[src/rtl/perf_pkg.sv]
// Shared definitions for the performance counter bank.
// Holds the per-channel event-select encoding and the default bank
// geometry used by perf_counter_bank and perf_counter_ch.
package perf_pkg;

    // Per-channel event select, carried on ch_mode[2i+1:2i]
    typedef enum logic [1:0] {
        OFF   = 2'd0,   // never counts
        XFER  = 2'd1,   // valid & ready
        STALL = 2'd2,   // valid & !ready
        IDLE  = 2'd3    // !valid
    } ev_mode_e;

    localparam int unsigned DEF_NUM_CH = 4;
    localparam int unsigned DEF_CNT_W  = 16;

endpackage : perf_pkg

[src/rtl/perf_counter_ch.sv]
// One monitored valid/ready channel: event decode, live counter,
// sticky overflow flag and snapshot shadow register.
//
// Ports:
//   i_clk       clock, all state on rising edge
//   i_rst_n     asynchronous active-low reset
//   i_enable    count enable (does not gate clear or snapshot)
//   i_clear     synchronous clear of live counter and overflow flag
//   i_valid     channel source valid
//   i_ready     channel receiver ready
//   i_mode      event select (perf_pkg::ev_mode_e encoding)
//   i_snap_req  copy pre-edge live count into the shadow register
//   o_shadow    shadow register value
//   o_ovf       sticky overflow flag
module perf_counter_ch
    import perf_pkg::*;
#(
    parameter int unsigned CNT_W    = DEF_CNT_W,
    parameter int unsigned SAT_MODE = 0
) (
    input  logic             i_clk,
    input  logic             i_rst_n,
    input  logic             i_enable,
    input  logic             i_clear,
    input  logic             i_valid,
    input  logic             i_ready,
    input  logic [1:0]       i_mode,
    input  logic             i_snap_req,
    output logic [CNT_W-1:0] o_shadow,
    output logic             o_ovf
);

    ev_mode_e         w_mode;
    logic             w_event;
    logic             w_at_max;
    logic [CNT_W-1:0] r_cnt;
    logic [CNT_W-1:0] r_shadow;
    logic             r_ovf;

    assign w_mode   = ev_mode_e'(i_mode);
    assign w_at_max = (r_cnt == '1);

    // Decode uses the current-cycle mode, so a mode change applies on this edge
    always_comb begin
        w_event = 1'b0;
        unique case (w_mode)
            OFF:   w_event = 1'b0;
            XFER:  w_event = i_valid & i_ready;
            STALL: w_event = i_valid & ~i_ready;
            IDLE:  w_event = ~i_valid;
        endcase
    end

    // Clear wins over increment and swallows the same-cycle event
    always_ff @(posedge i_clk or negedge i_rst_n) begin
        if (!i_rst_n) begin
            r_cnt <= '0;
            r_ovf <= 1'b0;
        end else if (i_clear) begin
            r_cnt <= '0;
            r_ovf <= 1'b0;
        end else if (i_enable && w_event) begin
            if (w_at_max) begin
                r_ovf <= 1'b1;
                if (SAT_MODE == 0) begin
                    r_cnt <= '0;
                end
            end else begin
                r_cnt <= r_cnt + 1'b1;
            end
        end
    end

    // Shadow samples the pre-edge count and ignores clear
    always_ff @(posedge i_clk or negedge i_rst_n) begin
        if (!i_rst_n) begin
            r_shadow <= '0;
        end else if (i_snap_req) begin
            r_shadow <= r_cnt;
        end
    end

    assign o_shadow = r_shadow;
    assign o_ovf    = r_ovf;

endmodule : perf_counter_ch

[src/rtl/perf_counter_bank.sv]
// Bank of NUM_CH independent valid/ready event counters with a common
// snapshot mechanism and a zero-latency shadow read port.
//
// Ports:
//   clk         clock, all state on rising edge
//   reset_n     asynchronous active-low reset
//   enable      global count enable
//   clear       synchronous clear of live counters and overflow flags
//   valid       per-channel source valid
//   ready       per-channel receiver ready
//   ch_mode     per-channel event select, channel i at [2i+1:2i]
//   snap_req    copy all live counters into the shadow registers
//   rd_sel      shadow register read index
//   rd_data     shadow value of the selected channel (0 if out of range)
//   snap_valid  one-cycle pulse following each sampled snap_req
//   ovf         sticky per-channel overflow flags
module perf_counter_bank
    import perf_pkg::*;
#(
    parameter  int unsigned NUM_CH   = DEF_NUM_CH,
    parameter  int unsigned CNT_W    = DEF_CNT_W,
    parameter  int unsigned SAT_MODE = 0,
    localparam int unsigned SEL_W    = (NUM_CH > 1) ? $clog2(NUM_CH) : 1
) (
    input  logic                clk,
    input  logic                reset_n,
    input  logic                enable,
    input  logic                clear,
    input  logic [NUM_CH-1:0]   valid,
    input  logic [NUM_CH-1:0]   ready,
    input  logic [2*NUM_CH-1:0] ch_mode,
    input  logic                snap_req,
    input  logic [SEL_W-1:0]    rd_sel,
    output logic [CNT_W-1:0]    rd_data,
    output logic                snap_valid,
    output logic [NUM_CH-1:0]   ovf
);

    logic [CNT_W-1:0] w_shadow [NUM_CH];
    logic             r_snap_valid;

    for (genvar g = 0; g < NUM_CH; g++) begin : g_ch
        perf_counter_ch #(
            .CNT_W    (CNT_W),
            .SAT_MODE (SAT_MODE)
        ) u_ch (
            .i_clk      (clk),
            .i_rst_n    (reset_n),
            .i_enable   (enable),
            .i_clear    (clear),
            .i_valid    (valid[g]),
            .i_ready    (ready[g]),
            .i_mode     (ch_mode[2*g+1:2*g]),
            .i_snap_req (snap_req),
            .o_shadow   (w_shadow[g]),
            .o_ovf      (ovf[g])
        );
    end

    always_ff @(posedge clk or negedge reset_n) begin
        if (!reset_n) begin
            r_snap_valid <= 1'b0;
        end else begin
            r_snap_valid <= snap_req;
        end
    end

    assign snap_valid = r_snap_valid;

    // Compare-based mux keeps out-of-range selects (non power-of-two banks) at zero
    always_comb begin
        rd_data = '0;
        for (int unsigned i = 0; i < NUM_CH; i++) begin
            if (rd_sel == SEL_W'(i)) begin
                rd_data = w_shadow[i];
            end
        end
    end

endmodule : perf_counter_bank

[config.mk]
export PLATFORM = sky130hd
export DESIGN_NAME = perf_counter_bank
export DESIGN_NICKNAME = d
export VERILOG_FILES = /design/src/rtl/perf_pkg.sv /design/src/rtl/perf_counter_ch.sv /design/src/rtl/perf_counter_bank.sv
export SDC_FILE = /design/constraint.sdc
export NUM_CORES = 1
export LEC_CHECK = 0
export CORE_ASPECT_RATIO = 0.7
export CORE_MARGIN = 2
export CORE_UTILIZATION = 59
export DETAILED_ROUTE_END_ITERATION = 16
export PLACE_DENSITY = 0.8
export REMOVE_ABC_BUFFERS = 1
export SETUP_SLACK_MARGIN = 0.05
export SLEW_MARGIN = 20
export SYNTH_ARGS = -nofsm -noshare
export SYNTH_HDL_FRONTEND = slang
export SYNTH_SLANG_ARGS = --single-unit
[constraint.sdc]
create_clock -name clk -period 2.22 [get_ports clk]
set_input_delay 0.444 -clock clk [delete_from_list [all_inputs] [get_ports clk]]
set_output_delay 0.444 -clock clk [all_outputs]
set_load 0.01 [all_outputs]
==> results.md <==
- Clock sinks: 133
- Hpwl dp: 12,300 um
- # IOs: 44
- Initial drt markers: 490
- Worst Path Arrival: 1.65 ns
- Synth area leader: dfrtp_1
- DRT Pass-1 Iters: 6
- Layout area overhead: 24.6%
- Tot GR Track Use: 30.4%
- Max transition margin: 69.7%
- Sequential element share of the synthesized area: 49.1%
- Cell variety after synth: 57
- Vias in the first global route: 5,244
- VDD IR max: 0.000607 V
- Row cnt: 32
- EDFF count, synth: 0
- Max Cap Viol: 0
- Nature of the critical path startpoint: flop
- I/O Buffers: 43
- CP Depth: 2
- Worst hold slack: 0.289 ns
- Post-route insts no fill: 860
- Slew Limit Fails: 0
- Grt ovf: 0
- CTS root buf: clkbuf_16
- CP Cell Sequence: mux4_2 > dlygate4sd2_1
- Vias per std cell: 6.30
- CTS Buf Count: 17
- Kind of critical path: reg -> out
- Crit-path leading delay family: multiplexers
- Largest net degree at the start of global routing: 58
- Die H: 93.7 um
- RSZ-0062 raised after global routing: yes
- Post-route ant nets: 0
- Via Count: 5,420
- Critical Path Fanout Max: 2
- Mapped Area: 6780 um2
- Placed cell count: 817
- Clock Skew: 0.00735 ns
- CP Buf/Inv Count: 1
- Yosys warning total: 0
- Initial core utilization: 61.2%
- Final WL: 17,800 um
- First-pass GRT wire length: 28,500 um
- Post-synth ARST share: 100%
- Die Wd: 132 um
- Worst hold path type: in -> reg
- Synth top area share: 49.1%
- Endpoints failing hold: 0
- Worst hold path depth: 1
- Post-synth top cells: 133 x dfrtp_1, 65 x mux2_2, 58 x nor2_1, 33 x nand3_1
- F_max: 0.477 GHz
- WL/cell: 20.7 um
- Required @ worst endpoint: 1.78 ns
- Initial antenna violation count: 0
- Clock edge transition at the registers on the reported setup and hold paths: 0.06 ns
- Syn Inst Count: 600
- Total power: 5590 uW
- Synthesis-stage register bit count: 133
- Pleak: 0.00392 uW
- CTS tree: yes
- Ant diodes: 0
- Share of cells above drive strength 1: 28.0%
- Worst slew pin tran: 0.451 ns
- Crit path largest cell delay: 0.50 ns
- Reg2reg path depth: 7
- Placer congestion estimate: 0.880
- Most used flip-flop cell after synthesis: dfrtp_1
- Final setup violating endpoints: 0
- Max clock buf depth: 2
- Power Density: 661 nW/um2
- Area contributors post-synth: dfrtp_1 49%, mux2_2 11%, mux4_2 5.3%, xor2_1 3.2%, nor2_1 3.2%
- Most common cell in the netlist: dfrtp_1
- Status: complete, no violations
- Critical Path Sink Type: primary output
- Core box area: 11,100 um2
- Master of the slowest instance on the critical path: mux4_2
- Final Critical Period: 2.10 ns
- Htree depth: 4
- Die Area: 12,400 um2
- Worst skew pair latency: 0.42 ns
- DRC: 0
- Tcrit/Tclk final: 94.5%
- Post-DP Area: 7720 um2
- Fin area: 8450 um2
- Final net count: 733
- Synth Area per Inst: 11.3 um2
- Setup TNS Final: 0 ns
==> worst reg2reg max path, stage by stage, from the launching register on <==
cell and delay (ns):
dfrtp_1 0.44, ha_1 0.37, nand3_1 0.11, nor4_1 0.36
buf_4 0.21, nand2_1 0.06, nand2_1 0.22, nor2_1 0.12
==> placed cells by master, fill, tap and decap left out, drive strengths merged, types with 3 or more instances in the layout <==
| cell type | count |
|---|---|
| dfrtp | 133 |
| buf | 66 |
| mux2 | 65 |
| nor2 | 58 |
| nand3 | 33 |
| nand2 | 30 |
| a21oi | 29 |
| nand4 | 27 |
| xor2 | 25 |
| clkbuf | 22 |
| o21ai | 20 |
| dlygate4sd2 | 19 |
| clkdlybuf4s50 | 18 |
| mux4 | 16 |
| ha | 16 |
| inv | 13 |
| or3 | 13 |
| nor4 | 12 |
| xnor2 | 9 |
| and3 | 7 |
| clkinv | 6 |
| a31oi | 5 |
| and2 | 4 |
| nor3 | 4 |
| or4 | 4 |
| or3b | 4 |
| nor2b | 3 |
| nand4b | 3 |
| o211ai | 3 |
| nand3b | 3 |
==> cell type report <==
class                   instances  area [um2]
flip-flops and latches        133        3330
multi-input cells             422        3320
fillers                       716        2640
repair buffers                107        1000
clock buffers                  22         464
well taps                     153         191
clock inverters                10         105
inverters                      13        48.8
==> power by group <==
part	internal (uW)	total (uW)	switching, uW
sequential	2440	2450	11.5
clock	1700	2720	1020
combinational	189	416	228
==> repair_timing <==
item,in CTS,in global routing
endpoints found under the hold margin,26,0
pin swaps,5,3
resized for setup,30,9
hold buffers,1,0
gates cloned,2,0
buffers inserted,6,2
endpoints found under the setup margin,38,18
==> worst paths after layout <==
kind,start,to,slack [ns]
max,g_ch[3].u_ch.o_shadow[11]$_DFFE_PN0P_,rd_data[11],0.12
min,snap_req,snap_valid$_DFF_PN0_,0.29
max reg2reg,g_ch[0].u_ch.r_cnt[1]$_DFFE_PN0P_,g_ch[0].u_ch.r_cnt[11]$_DFFE_PN0P_,0.21
min reg2reg,g_ch[2].u_ch.o_shadow[15]$_DFFE_PN0P_,g_ch[2].u_ch.o_shadow[15]$_DFFE_PN0P_,0.51
max in group asynchronous,reset_n,g_ch[0].u_ch.r_cnt[0]$_DFFE_PN0P_,1.09
min in group asynchronous,reset_n,snap_valid$_DFF_PN0_,0.52
==> layer usage <==
layer / vias to the layer above / share of wire, % / routed length (um) / GRT usage (%)
met1: 2716 / 43 / 7720 / 42.8
met5: - / 0 / 0 / 0
li1: 2407 / - / - / -
met4: 0 / 2.0 / 351 / 8.79
met3: 35 / 8.0 / 1430 / 6.53
met2: 262 / 47 / 8340 / 48.2
==> through the flow <==
stage	utilization (%)	setup slack, ns
final	76.2	0.122
after global placement	69.6	-0.407
after detailed placement	69.6	-0.498
after global routing	76.2	0.0233
after floorplan	-	-0.0286
after CTS	75.9	0.0475
==> registers in the layout, indices dropped and copies added (netlist names) <==
register and flops:
g_ch.u_ch.r_cnt 64, snap_valid 1, g_ch.u_ch.o_ovf 4, g_ch.u_ch.o_shadow 64
==> cell families (layout without fill, tap and decap cells) <==
kind of cell / Yosys count / count (layout) / share of synthesized area (%)
AOI/OAI and AO/OA: 75 / 75 / 7.05
xor gates and xnor gates: 34 / 34 / 4.39
adders and majority gates: 16 / 16 / 2.95
buffers and inverters: 45 / 152 / 2.84
DFF: 133 / 133 / 49.1
muxes: 81 / 81 / 16.1
and+or+nand+nor: 216 / 216 / 17.6
Note: power is estimated with default switching activity, not from simulation.
